==> src/rtl/sd_cmd_tx.sv <==
// SD command-line transmitter: serialises a 48-bit command frame with SD_CLK,
// feeding the first 40 bits to an external CRC7 unit and appending its result.
module sd_cmd_tx #(
  parameter int CLK_DIV = 4
) (
  input  logic        CLK,
  input  logic        RESET,
  input  logic        START,
  input  logic [5:0]  CMD_INDEX,
  input  logic [31:0] CMD_ARG,
  output logic        BUSY,
  output logic        DONE,
  output logic        SD_CLK,
  output logic        SD_CMD,
  output logic        SD_CMD_OE,
  output logic        CRC_BITVAL,
  output logic        CRC_BITSTRB,
  output logic        CRC_ENABLE,
  output logic        CRC_CLEAR,
  input  logic [6:0]  CRC_VALUE
);

  localparam int DW = (CLK_DIV > 1) ? $clog2(CLK_DIV) : 1;
  localparam logic [DW-1:0] DIV_LAST = DW'(CLK_DIV - 1);
  localparam logic [DW-1:0] DIV_HALF = DW'(CLK_DIV / 2);

  typedef enum logic [2:0] {IDLE, CLR, BODY, CRC, ENDB} state_t;

  state_t        state, state_n;
  logic [5:0]    bitcnt, bitcnt_n;
  logic [DW-1:0] div, div_n;
  logic [39:0]   frame, frame_n;
  logic [6:0]    crc_r, crc_n;
  logic [5:0]    body_idx;
  logic [2:0]    crc_idx;
  logic          busy_n, done_n, sdclk_n, sdcmd_n, oe_n;
  logic          bitval_n, strb_n, en_n, clr_n;

  // Next-state logic; outputs are derived from the next-cycle view
  // (state_n/bitcnt_n/div_n) so that every output can be registered.
  always_comb begin
    state_n  = state;
    bitcnt_n = bitcnt;
    div_n    = div;
    frame_n  = frame;
    crc_n    = crc_r;
    done_n   = 1'b0;
    case (state)
      IDLE: if (START) begin
        state_n = CLR;
        frame_n = {1'b0, 1'b1, CMD_INDEX, CMD_ARG};
      end
      CLR: begin
        state_n  = BODY;
        bitcnt_n = '0;
        div_n    = '0;
      end
      default: begin
        if (div == DIV_LAST) begin
          div_n = '0;
          if (bitcnt == 6'd47) begin
            state_n = IDLE;
            done_n  = 1'b1;
          end else begin
            bitcnt_n = bitcnt + 6'd1;
            state_n  = (bitcnt_n < 6'd40) ? BODY :
                       (bitcnt_n < 6'd47) ? CRC  : ENDB;
          end
        end else begin
          div_n = div + DW'(1);
        end
      end
    endcase

    // Capture the CRC once, on entry to bit 40; the last strobe was at
    // divider=1 of bit 39 so the external unit has long since settled.
    if (state_n == CRC && bitcnt_n == 6'd40 && div_n == '0)
      crc_n = CRC_VALUE;

    body_idx = 6'd39 - bitcnt_n;
    crc_idx  = 3'(6'd46 - bitcnt_n);

    busy_n   = 1'b0;
    oe_n     = 1'b0;
    sdcmd_n  = 1'b1;
    sdclk_n  = 1'b0;
    bitval_n = 1'b0;
    strb_n   = 1'b0;
    en_n     = 1'b0;
    clr_n    = 1'b0;
    case (state_n)
      CLR: begin
        busy_n = 1'b1;
        oe_n   = 1'b1;
        clr_n  = 1'b1;
      end
      BODY: begin
        busy_n   = 1'b1;
        oe_n     = 1'b1;
        sdclk_n  = (div_n >= DIV_HALF);
        sdcmd_n  = frame_n[body_idx];
        bitval_n = frame_n[body_idx];
        en_n     = 1'b1;
        strb_n   = (div_n == DW'(1));
      end
      CRC: begin
        busy_n  = 1'b1;
        oe_n    = 1'b1;
        sdclk_n = (div_n >= DIV_HALF);
        sdcmd_n = crc_n[crc_idx];
      end
      ENDB: begin
        busy_n  = 1'b1;
        oe_n    = 1'b1;
        sdclk_n = (div_n >= DIV_HALF);
      end
      default: ;
    endcase
  end

  always_ff @(posedge CLK) begin
    if (RESET) begin
      state       <= IDLE;
      bitcnt      <= '0;
      div         <= '0;
      frame       <= '0;
      crc_r       <= '0;
      BUSY        <= 1'b0;
      DONE        <= 1'b0;
      SD_CLK      <= 1'b0;
      SD_CMD      <= 1'b1;
      SD_CMD_OE   <= 1'b0;
      CRC_BITVAL  <= 1'b0;
      CRC_BITSTRB <= 1'b0;
      CRC_ENABLE  <= 1'b0;
      CRC_CLEAR   <= 1'b1;
    end else begin
      state       <= state_n;
      bitcnt      <= bitcnt_n;
      div         <= div_n;
      frame       <= frame_n;
      crc_r       <= crc_n;
      BUSY        <= busy_n;
      DONE        <= done_n;
      SD_CLK      <= sdclk_n;
      SD_CMD      <= sdcmd_n;
      SD_CMD_OE   <= oe_n;
      CRC_BITVAL  <= bitval_n;
      CRC_BITSTRB <= strb_n;
      CRC_ENABLE  <= en_n;
      CRC_CLEAR   <= clr_n;
    end
  end

endmodule
==> config.mk <==
export PLATFORM = sky130hd
export DESIGN_NAME = sd_cmd_tx
export DESIGN_NICKNAME = d
export VERILOG_FILES = /design/src/rtl/sd_cmd_tx.sv
export SDC_FILE = /design/constraint.sdc
export NUM_CORES = 1
export LEC_CHECK = 0
export BUFFER_PORTS_ARGS = -buffer_cell sky130_fd_sc_hd__buf_2
export CELL_PAD_IN_SITES_DETAIL_PLACEMENT = 1
export CELL_PAD_IN_SITES_GLOBAL_PLACEMENT = 1
export CORE_AREA = 2 2 92 103
export CTS_CLUSTER_DIAMETER = 50
export DETAILED_ROUTE_END_ITERATION = 10
export DIE_AREA = 0 0 94 105
export GPL_TIMING_DRIVEN = 0
export PLACE_DENSITY = 0.74
export SLEW_MARGIN = 25
export SYNTH_ARGS = -nofsm -noshare
export SYNTH_HDL_FRONTEND = slang
export SYNTH_SLANG_ARGS = --single-unit
==> constraint.sdc <==
create_clock -name CLK -period 3.2 [get_ports CLK]
set_input_delay 0.96 -clock CLK [delete_from_list [all_inputs] [get_ports CLK]]
set_output_delay 0.96 -clock CLK [all_outputs]
set_load 0.01 [all_outputs]
* Word level (Yosys, flattened, before mapping) *
Index checks and enable logic that the tools add are counted.

storage, ports and cells
  RAM bits = 0
  input port bits = 48
  bits in latches = 0
  flip-flop bits (word level) = 66
  output and inout port bits = 9
  memories = 0
  memory bits (read-only) = 0
  logic and storage cells = 66

operators by class
  reduce and logical (&&, ||, !) cells = 9
  bitwise logic cells = 3
  equal/unequal tests = 9
  add/sub/neg operators = 4
  shift-type cells = 0
  mux-type cells = 23
  divide/modulo/power cells = 0
  order comparisons = 5
  multiply operators = 0

operators with widths
  operator             number
  $mux 40              2
  $mux 3               5
  $eq 6x6->1 const B   2
  $lt 6x6->1 const B   2
  $mux 6               2
  $pmux 6 s2           1
  $reduce_or 4->1      2
  $lt 6x7->1 const B   1
  $mux 7               1
  $add 6x1->6 const B  1
  $bmux 1 s6           1
  $eq 3x1->1 const B   2
  $eq 3x2->1 const B   2
  $mux 1               6
  $pmux 3 s2           1
  $sub 6x6->6 const A  1
  $lt 3x4->1 const B   1
  $pmux 2 s2           1
  $reduce_or 2->1      2
  $bmux 1 s3           1
  $eq 3x3->1 const B   1
  $logic_not 3->1      1
  $not 1->1            3
  $reduce_or 3->1      1
  9 further kinds      10

* Longest topological paths before layout *
Gate-level depths: netlist (run 1).

  depth in word-level cells = 14
  depth in mapped cells = 16
  gate-level depth less buffers = 13

* Worst setup path after synthesis (run 1) *
Ideal clock, no wire load.

  kind = flip-flop to flip-flop
  start point = register div[0]
  end point = register SD_CMD
  arrival = 2.993 ns
  path buffers = 2
  cell stages (with the launch flop) = 16
  period minus slack after synthesis = 3.062 ns
  path slack = 0.138 ns
  required time = 3.131 ns
  library setup time = 0.069 ns
  cell sequence = dfxtp_1 ha_1 o21ai_2 a41oi_4 mux2i_1 inv_1 buf_2 ha_1 nand3_1 nor4_4 and3_1 buf_6 mux2_2 o211ai_1 nor3_1 o21ai_1

between the ends
  word-level cells in the longest chain between the ends = 10
  elaborated cells on any way between the ends = 22
  classes of those cells = 3 x add/sub; 4 x eq/ne; 12 x mux; 3 x reduce/logical

RTL lines
  element                                                              RTL line  RTL
  start, declared                                                      31        logic [DW-1:0] div, div_n;
  start signal, assigned                                               140       div <= div_n;
  parallel branches: the longest is 9 deep, another holds $sub 6x6->6  --
  $pmux 1 s2 (*)                                                       91        case (state_n)
  end signal, assigned                                                 146       SD_CMD <= sdcmd_n;
  end, declared                                                        14        output logic SD_CMD,

Every way passes the cells marked *. The select of a mux whose other input is x is not followed.
A chain may end at the register's enable or synchronous reset.

* Final worst setup path (run 1) *
  start point = register state[2]
  end point = register SD_CMD

between the ends
  word-level cells in the longest chain between the ends = 9
  elaborated cells on any way between the ends = 22
  classes of those cells = 2 x add/sub; 4 x eq/ne; 12 x mux; 4 x reduce/logical

RTL lines
  element                                                              RTL line  RTL
  start, declared                                                      29        state_t state, state_n;
  start signal, assigned                                               138       state <= state_n;
  parallel branches: the longest is 8 deep, another holds $sub 6x6->6  --
  $pmux 1 s2 (*)                                                       91

Marks and branches as above.

==> results of run 1 <==
[layout by cell type (no fill, tap or decap), types with 3 or more instances in the layout]
cell       synthesis  layout
a2111oi_0          6       5
a211oi_1           3       3
a21oi_1            7       7
a31oi_1            3       3
and3_1            13      13
buf_2              8      60
buf_4              6      20
buf_6              4       5
clkbuf_1           8       7
clkbuf_8           0      10
dfxtp_1           66      62
dfxtp_2            0       4
ha_1               6       4
inv_1              8       7
mux2_2             3       3
mux2i_1           61      61
nand2_1           12      12
nand3_1            7       6
nand4_1            3       3
nor2_1            65      65
nor2b_1            3       3
nor3_1             3       3
nor4_1             3       3
o21ai_0            3       3
xor2_1             3       3
[registers in the layout, indices dropped and copies added (netlist names), 2 cells and up]
register	count
frame	40
crc_r	7
bitcnt	6
state	3
div	2
[stage by stage]
stage | setup TNS (ns) | std cells | area (sq um) | util
final | 0 | 551 | 4169 | 0.4746
after global routing | 0 | 551 | 4169 | 0.4746
after CTS | 0 | 541 | 4046 | 0.4607
after detailed placement | -1.551 | 521 | 3784 | 0.4308
after global placement | -0.8301 | 521 | 3784 | 0.4308
after floorplan | 0 | 352 | 3366 | -
[worst min path at each step]
stage | startpoint | to | cells past startpoint
3_3_place_gp | frame[39]$_SDFF_PP0_ | frame[39]$_SDFF_PP0_ | 2
4_1_cts | frame[39]$_SDFF_PP0_ | frame[39]$_SDFF_PP0_ | 2
5_1_grt | frame[39]$_SDFF_PP0_ | frame[39]$_SDFF_PP0_ | 2
3_5_place_dp | frame[39]$_SDFF_PP0_ | frame[39]$_SDFF_PP0_ | 2
6_report | frame[39]$_SDFF_PP0_ | frame[39]$_SDFF_PP0_ | 2
2_1_floorplan | frame[39]$_SDFF_PP0_ | frame[39]$_SDFF_PP0_ | 2
[metal layers]
metal	track usage	up-vias	part of all wire	routed length, um
li1	-	1412	-	-
met1	0.2231	1354	0.45	3938
met2	0.3245	53	0.50	4454
met3	0.04398	18	0.032	279
met4	0.06832	0	0.019	171
met5	0	-	0	0
[cell type report]
type	count	area [sq um]	share of cell area
well taps	114	142.6	0.03421
repair buffers	69	380.4	0.09124
plain buffers	26	180.2	0.04322
multi-input cells	251	1877	0.4502
clock buffers	10	137.6	0.03301
clock inverters	6	88.84	0.02131
flip-flops and latches	66	1326	0.3181
inverters	9	36.28	0.008703
[cell families after synthesis]
logic type / share of synthesized area
compound gates: 0.09925
xor+xnor: 0.01264
fa+ha+maj: 0.02528
buf+inv: 0.05762
flops: 0.3926
mux: 0.2048
simple gates: 0.2078
[worst reg2reg max path: stages, from the launching register on]
cell and delay [ns]:
dfxtp_1 0.31, buf_6 0.13, or3b_1 0.39, buf_6 0.15, nand2_1 0.06, mux2i_1 0.09
inv_2 0.12, buf_8 0.13, ha_2 0.17, nand3_2 0.07, nor4_4 0.26, and3_1 0.21
buf_6 0.14, mux2_2 0.34, o211ai_1 0.18, nor3_1 0.07, o21ai_1 0.12
[power groups by stage]
stage,Combinational [uW],Sequential [uW],Clock [uW]
final,273,884,805
after global routing,303,889,854
after CTS,272,884,817
after detailed placement,270,903,0
after global placement,262,900,0
after floorplan,180,902,0
[what timing repair did]
action,in CTS,in global routing
pin swaps,1,3
buffers inserted,4,10
setup endpoints to repair,8,2
gates resized for setup,3,18
==> metrics.cfg, run 1 <==
[synth]
synth.top_cell.area_share = 0.3926
netlist_top_cells_count = 66 x dfxtp_1, 65 x nor2_1, 61 x mux2i_1, 13 x and3_1, 12 x nand2_1
syn_inst = 352
synthArstFlopShare = 0
synthesis.area_sq_um = 3366
synthFlopType = dfxtp_1
synth_most_common_cell = dfxtp_1
synth_area_leaders = dfxtp_1 39%, mux2i_1 18%, nor2_1 7.2%
synth_warnings = 0
synth-edff-count = 0
syn_area_per_cell_sq_um = 9.562
synthDistinctLibCells = 60
synth-seq-cells = 66
synth_seq_area_share = 0.3926
yosysTopAreaCell = dfxtp_1
synthesis.nets = 406

[clock_network]
ctsLongestPathBuffers = 2
clk_pin_slew_worst_paths_ns = 0.08
cts-root-buf = clkbuf_8
clk_latency_ns = 0.35
clock_sinks = 66
htreeDepth = 3
cts_inserted_buffers = 9
cts_tree = done
hold_buffers = 0

[global_routing]
grt_max_degree = 13
grt_pass1_vias = 3016
grt_pass1_wl_um = 14590
overflow = 0
track_usage = 0.1875
antenna_found_initial = 0

[routing]
drc = 0
routed_via_density = 5.149
wl_um = 8843
firstDrtPassIters = 4
ant_nets = 0
drt-initial-drc-count = 96
via_count = 2837
wl_per_cell_um = 16.05

[pwr]
p_switching_uw = 508.7
p_int_uw = 1454
leakagePower_uw = 0.001753
switching_share = 0.2592
p_comb_frac = 0.139
seqPwrFrac = 0.451
irDropWorstVdd_v = 0.0002876
power_density_nw_per_um2 = 470.7
report.power.total_uw = 1962
clkPwrFrac = 0.410

[floorplan]
fp.dieW_um = 94
dieArea_sq_um = 9870
rows = 36
initial_core_util = 0.3832
chipHeight_um = 105
io-pin-count = 57
core_area_sq_um = 8783

[placement]
place_congestion = 0.7757
hpwl_um = 6393
port_buffers = 55
place_ws_ns = -0.4947

[critical_path]
r2r_cells = 16
cp-start-kind = flop
worstSetupPathType = reg2reg
end_kind = flop
slowest_stage = or3b_1
arrival_ns = 3.30
critPathMaxStageDelay_ns = 0.39
rr_startpoint = state[2]$_SDFF_PP0_
crit_start = state[2]$_SDFF_PP0_
cp_top_family = simple AND/OR/NAND/NOR gates
required_ns = 3.48
rr_endpoint = SD_CMD$_SDFF_PP1_
crit_cells = 16
path_buf_inv = 5
path_max_fanout = 9
crit_path_frequent_cell = buf_6
r2r_slack_ns = 0.18
path_cells = buf_6 > or3b_1 > buf_6 > nand2_1 > mux2i_1 > inv_2 > buf_8 > ha_2 > nand3_2 > nor4_4 > and3_1 > buf_6 > mux2_2 > o211ai_1 > nor3_1 > o21ai_1
cp-endpoint = SD_CMD$_SDFF_PP1_

[sta]
period_needed_ns = 3.020
fin_worst_skew_ns = 0.008694
slew_viol_final = 0
worstMarginPinSlew_ns = 0.5623
slew_headroom = 0.6251
fmax_ghz = 0.3311
finalSetupViolCount = 0
fin_ws_ns = 0.1802
rsz0062_at_grt = no
period_share = 0.9437
timing.hold.ws_ns = 0.4417
hold_viol = 0

[final_layout]
fillers = 1033
nets = 486
area_growth_pct = 23.87
drive_above_1_share = 0.3066
num_antenna_cells = 0

[status]
status = completed

[job]
drv_cap = 0

[hold_path]
holdCritPathClass = reg2reg

(Power assumes the default switching activity.)
==> run 2, diff against run 1 <==
SETUP_SLACK_MARGIN = 0.5   (was default)
==> metrics.cfg, run 2 (synthesis results as in run 1) <==
[status]
status = completed

[final_layout]
final_common_cell = nor2_1
fillers = 1026
largest_register_ffs = 40
top_regs = frame x40, crc_r x7, bitcnt x6
layout_common_cells = 64 x nor2_1, 62 x dfxtp_1, 57 x buf_2, 56 x mux2i_1, 30 x buf_4
num_antenna_cells = 0
max_flop_register = frame
area_growth_pct = 35.46
drive_above_1_share = 0.3805
nets = 501

[routing]
dr_wl_met2_um = 5239
wl_per_cell_um = 17.59
drt-initial-drc-count = 90
drc = 0
highest_layer = met4
wl_um = 9955
via_count = 2947
ant_nets = 0
firstDrtPassIters = 4
routed_via_density = 5.207
met1_length_um = 4239
wl_met3_um = 297

[critical_path]
worstSetupPathType = in2reg
cp-endpoint = SD_CMD$_SDFF_PP1_
rr_startpoint = bitcnt[0]$_SDFF_PP0_
r2r_cells = 13
r2r_slack_ns = 0.29
required_ns = 3.43
end_kind = flop
cp-start-kind = primary input
arrival_ns = 3.14
path_max_fanout = 10
crit_start = START
rr_endpoint = SD_CMD$_SDFF_PP1_

[pwr]
leakagePower_uw = 0.001879
irDropWorstVdd_v = 0.0002733
power_density_nw_per_um2 = 433.6
report.power.total_uw = 1977

[floorplan]
rows = 36
fp.dieW_um = 94
dieArea_sq_um = 9870
initial_core_util = 0.3832
io-pin-count = 57
chipHeight_um = 105
core_area_sq_um = 8783

[sta]
fmax_ghz = 0.3432
period_needed_ns = 2.914
slew_viol_final = 0
tns_ns = 0
fin_worst_skew_ns = 0.009488
slew_headroom = 0.5928
finalSetupViolCount = 0
hold_viol = 0
period_share = 0.9105
worstMarginPinSlew_ns = 0.6107
rsz0062_at_grt = yes

[global_routing]
grt_pass1_vias = 3172
antenna_found_initial = 0
overflow = 0
grt_pass1_wl_um = 15480
track_usage = 0.2002
grt_max_degree = 12

[clock_network]
cts_tree = done
clk_pin_slew_worst_paths_ns = 0.07
htreeDepth = 3
hold_buffers = 0
cts-root-buf = clkbuf_8
cts_inserted_buffers = 9
clock_sinks = 66
ctsLongestPathBuffers = 2
clk_latency_ns = 0.34

[placement]
hpwl_um = 6498
port_buffers = 55
place_congestion = 0.7660

[hold_path]
holdCritPathClass = reg2reg

[job]
drv_cap = 0

run 2: cell types whose count changed in the layout (fill, tap and decap cells not counted), sizes merged:
| cell | previous run | this run |
|---|---|---|
| inv | 10 | 9 |
| bufbuf | 0 | 1 |
| clkbuf | 19 | 20 |
| buf | 86 | 100 |
| clkinv | 1 | 3 |
| clkinvlp | 2 | 0 |
run 2: worst min path at each step:
stage,start,endpoint,slack (ns),depth (start not counted)
final,frame[39]$_SDFF_PP0_,frame[39]$_SDFF_PP0_,0.44,2
after global routing,frame[39]$_SDFF_PP0_,frame[39]$_SDFF_PP0_,0.47,2
after floorplan,frame[39]$_SDFF_PP0_,frame[39]$_SDFF_PP0_,0.40,2
after global placement,frame[39]$_SDFF_PP0_,frame[39]$_SDFF_PP0_,0.41,2
after CTS,frame[39]$_SDFF_PP0_,frame[39]$_SDFF_PP0_,0.43,2
after detailed placement,frame[39]$_SDFF_PP0_,frame[39]$_SDFF_PP0_,0.42,2
run 2: where the power goes:
part,internal (uW),switching [uW]
clock network,438,327
registers,869,16.5
logic,159,167
run 2: area by class of cell:
class                           count  area, sq um  area share
Inverter                            9        36.28    0.007958
Buffer                             26        219.0     0.04802
Multi-Input combinational cell    251         2097      0.4599
Timing Repair Buffer               84        525.5      0.1153
Clock inverter                      5        78.83     0.01729
Tap cell                          114        142.6     0.03128
Sequential cell                    66         1329      0.2914
Clock buffer                       11        131.4     0.02881
run 2: what timing repair did:
action                                  4_1_cts  5_1_grt
resized for setup                            32       28
gates cloned                                  1        0
pin swaps                                     8       10
buffers inserted                             15       13
endpoints found under the setup margin       10        9
run 2: metal layers:
metal	vias up	GRT usage
met1	1439	0.2340
met5	-	0
met2	54	0.3617
met4	0	0.06004
li1	1439	-
met3	15	0.04110
run 2: critical path, cell delays in order:
cell and delay, ns:
buf_2 0.08, nor4b_4 0.19, buf_6 0.16, buf_4 0.11, buf_6 0.17, mux2i_1 0.25
a2111oi_0 0.15, or4_1 0.60, a31oi_2 0.21, nor2_1 0.09, nand2_1 0.09, o21ai_1 0.07
run 2: stage by stage:
stage | util | area [sq um] | hold WS (ns) | setup slack (ns) | cells
after detailed placement | 0.4365 | 3834 | 0.4179 | -0.3511 | 521
after global routing | 0.5191 | 4559 | 0.4681 | 0.1885 | 566
final | 0.5191 | 4559 | 0.4353 | 0.2864 | 566
after floorplan | - | 3416 | 0.4031 | 0.3930 | 352
after CTS | 0.4907 | 4310 | 0.4279 | 0.3735 | 553
after global placement | 0.4365 | 3834 | 0.4124 | -0.3183 | 521
==> run 3, diff against run 2 <==
CORE_AREA = 2 2 111 86   (was 2 2 92 103)
DIE_AREA = 0 0 113 88   (was 0 0 94 105)
==> metrics.cfg, run 3 (synthesis results as in run 1) <==
[status]
status = complete, but fails checks
violations = design-rule violations

[sta]
hold_viol = 0
fmax_ghz = 0.3323
finalSetupViolCount = 0
worstMarginPinSlew_ns = 0.6521
period_needed_ns = 3.009
period_share = 0.9404
fin_worst_skew_ns = 0.006639
slew_viol_final = 0
fin_ws_ns = 0.1906
slew_headroom = 0.5652
rsz0062_at_grt = yes

[global_routing]
grt_pass1_wl_um = 17050
antenna_found_initial = 1
overflow = 0
grt_pass1_vias = 3267
grt_max_degree = 11
track_usage = 0.2258

[floorplan]
core_area_sq_um = 8859
chipHeight_um = 88
dieArea_sq_um = 9944
rows = 30
initial_core_util = 0.3799
io-pin-count = 57
fp.dieW_um = 113

[clock_network]
clk_pin_slew_worst_paths_ns = 0.06
cts-root-buf = clkbuf_16
cts_inserted_buffers = 9
htreeDepth = 3
cts_tree = done
ctsLongestPathBuffers = 2
clock_sinks = 66
clk_latency_ns = 0.34
hold_buffers = 0

[placement]
place_congestion = 0.8495
port_buffers = 55
dp_cells = 519
place_ws_ns = -0.2345
hpwl_um = 6782

[critical_path]
path_cells = buf_6 > or3b_4 > buf_6 > buf_6 > o211ai_1 > nand4_1 > nor4_4 > and3_4 > buf_8 > mux2_4 > o211ai_1 > nor3_2 > o21ai_1
critPathMaxStageDelay_ns = 0.39
slowest_stage = or3b_4
rr_startpoint = state[1]$_SDFF_PP0_
worstSetupPathType = reg2reg
r2r_slack_ns = 0.19
path_max_fanout = 7
end_kind = flop
required_ns = 3.46
rr_endpoint = SD_CMD$_SDFF_PP1_
cp-start-kind = flop
crit_path_frequent_cell = buf_6
arrival_ns = 3.27
r2r_cells = 13

[routing]
wl_um = 10860
firstDrtPassIters = 7
via_count = 3076
drt-initial-drc-count = 176
wl_per_cell_um = 19.05
drc = 1
routed_via_density = 5.396
ant_nets = 0

[pwr]
seqPwrFrac = 0.409
p_int_uw = 1638
p_comb_frac = 0.147
switching_share = 0.2457
leakagePower_uw = 0.001949
clkPwrFrac = 0.444
power_density_nw_per_um2 = 470.5
p_switching_uw = 533.8
irDropWorstVdd_v = 0.0003200

[final_layout]
area_growth_pct = 37.17
max_flop_register = frame
fin_cells = 570
final_common_cell = nor2_1
largest_register_ffs = 40
layout_common_cells = 64 x nor2_1, 58 x dfxtp_1, 58 x buf_2, 58 x mux2i_1, 38 x buf_4
drive_above_1_share = 0.3821
num_antenna_cells = 0
top_regs = frame x40, crc_r x7, bitcnt x6
nets = 508

[hold_path]
min_from = frame[39]$_SDFF_PP0_
holdCritPathClass = reg2reg
min_to = frame[39]$_SDFF_PP0_
hold_path_depth = 2

[job]
drv_cap = 0

## run 3: per-layer routing
layer	global-route usage	up-vias	share of wire
li1	-	1451	-
met1	0.2858	1534	0.44
met2	0.3772	76	0.48
met3	0.06367	13	0.060
met4	0.07206	2	0.012
met5	0	-	0.0010
## run 3: layout make-up
cell class	instances	area, sq um
fillers	1022	4242
multi-input cells	251	2046
flip-flops and latches	66	1336
repair buffers	91	569.3
clock buffers	12	246.5
plain buffers	26	202.7
well taps	112	140.1
clock inverters	3	40.04
inverters	9	36.28
## run 3: power groups by stage
stage | Combinational (uW) | Clock, uW | Sequential (uW)
2_1_floorplan | 185 | 0 | 903
3_3_place_gp | 267 | 0 | 902
3_5_place_dp | 276 | 0 | 905
4_1_cts | 310 | 985 | 887
5_1_grt | 349 | 1030 | 891
6_report | 320 | 965 | 887
## run 3: worst max-delay path by stage
stage	to	depth (start not counted)	start
finish	SD_CMD$_SDFF_PP1_	13	state[1]$_SDFF_PP0_
global route	SD_CMD$_SDFF_PP1_	13	state[1]$_SDFF_PP0_
CTS	SD_CMD$_SDFF_PP1_	15	bitcnt[1]$_SDFF_PP0_
detailed placement	SD_CMD$_SDFF_PP1_	10	START
global placement	CRC_BITVAL$_SDFF_PP0_	10	START
floorplan	SD_CMD$_SDFF_PP1_	10	START
## run 3: critical path, delay by kind of cell (launching register included)
| family | cells | cell delay [ns] |
|---|---|---|
| and+or+nand+nor | 5 | 1.30 |
| muxes | 1 | 0.30 |
| DFF | 1 | 0.31 |
| AOI/OAI and AO/OA | 3 | 0.52 |
| buffers and inverters | 4 | 0.49 |
## run 3: timing repair
item                                    CTS  global route
buffers inserted                         27             9
endpoints found under the setup margin   10             8
gates cloned                              0             0
resized for setup                        41            13
pin swaps                                13             8
hold endpoints to repair                  0             0
## run 3: per-stage QoR
| step | hold slack (ns) | utilization | power (uW) | setup TNS (ns) | area, sq um |
|---|---|---|---|---|---|
| after floorplan | 0.4031 | - | 1088 | 0 | 3416 |
| after global placement | 0.4150 | 0.4325 | 1169 | -0.3009 | 3831 |
| after detailed placement | 0.4161 | 0.4325 | 1181 | -0.3750 | 3831 |
| after CTS | 0.4275 | 0.5071 | 2182 | 0 | 4492 |
| after global routing | 0.4489 | 0.5212 | 2265 | 0 | 4617 |
| final | 0.4264 | 0.5212 | 2172 | 0 | 4617 |
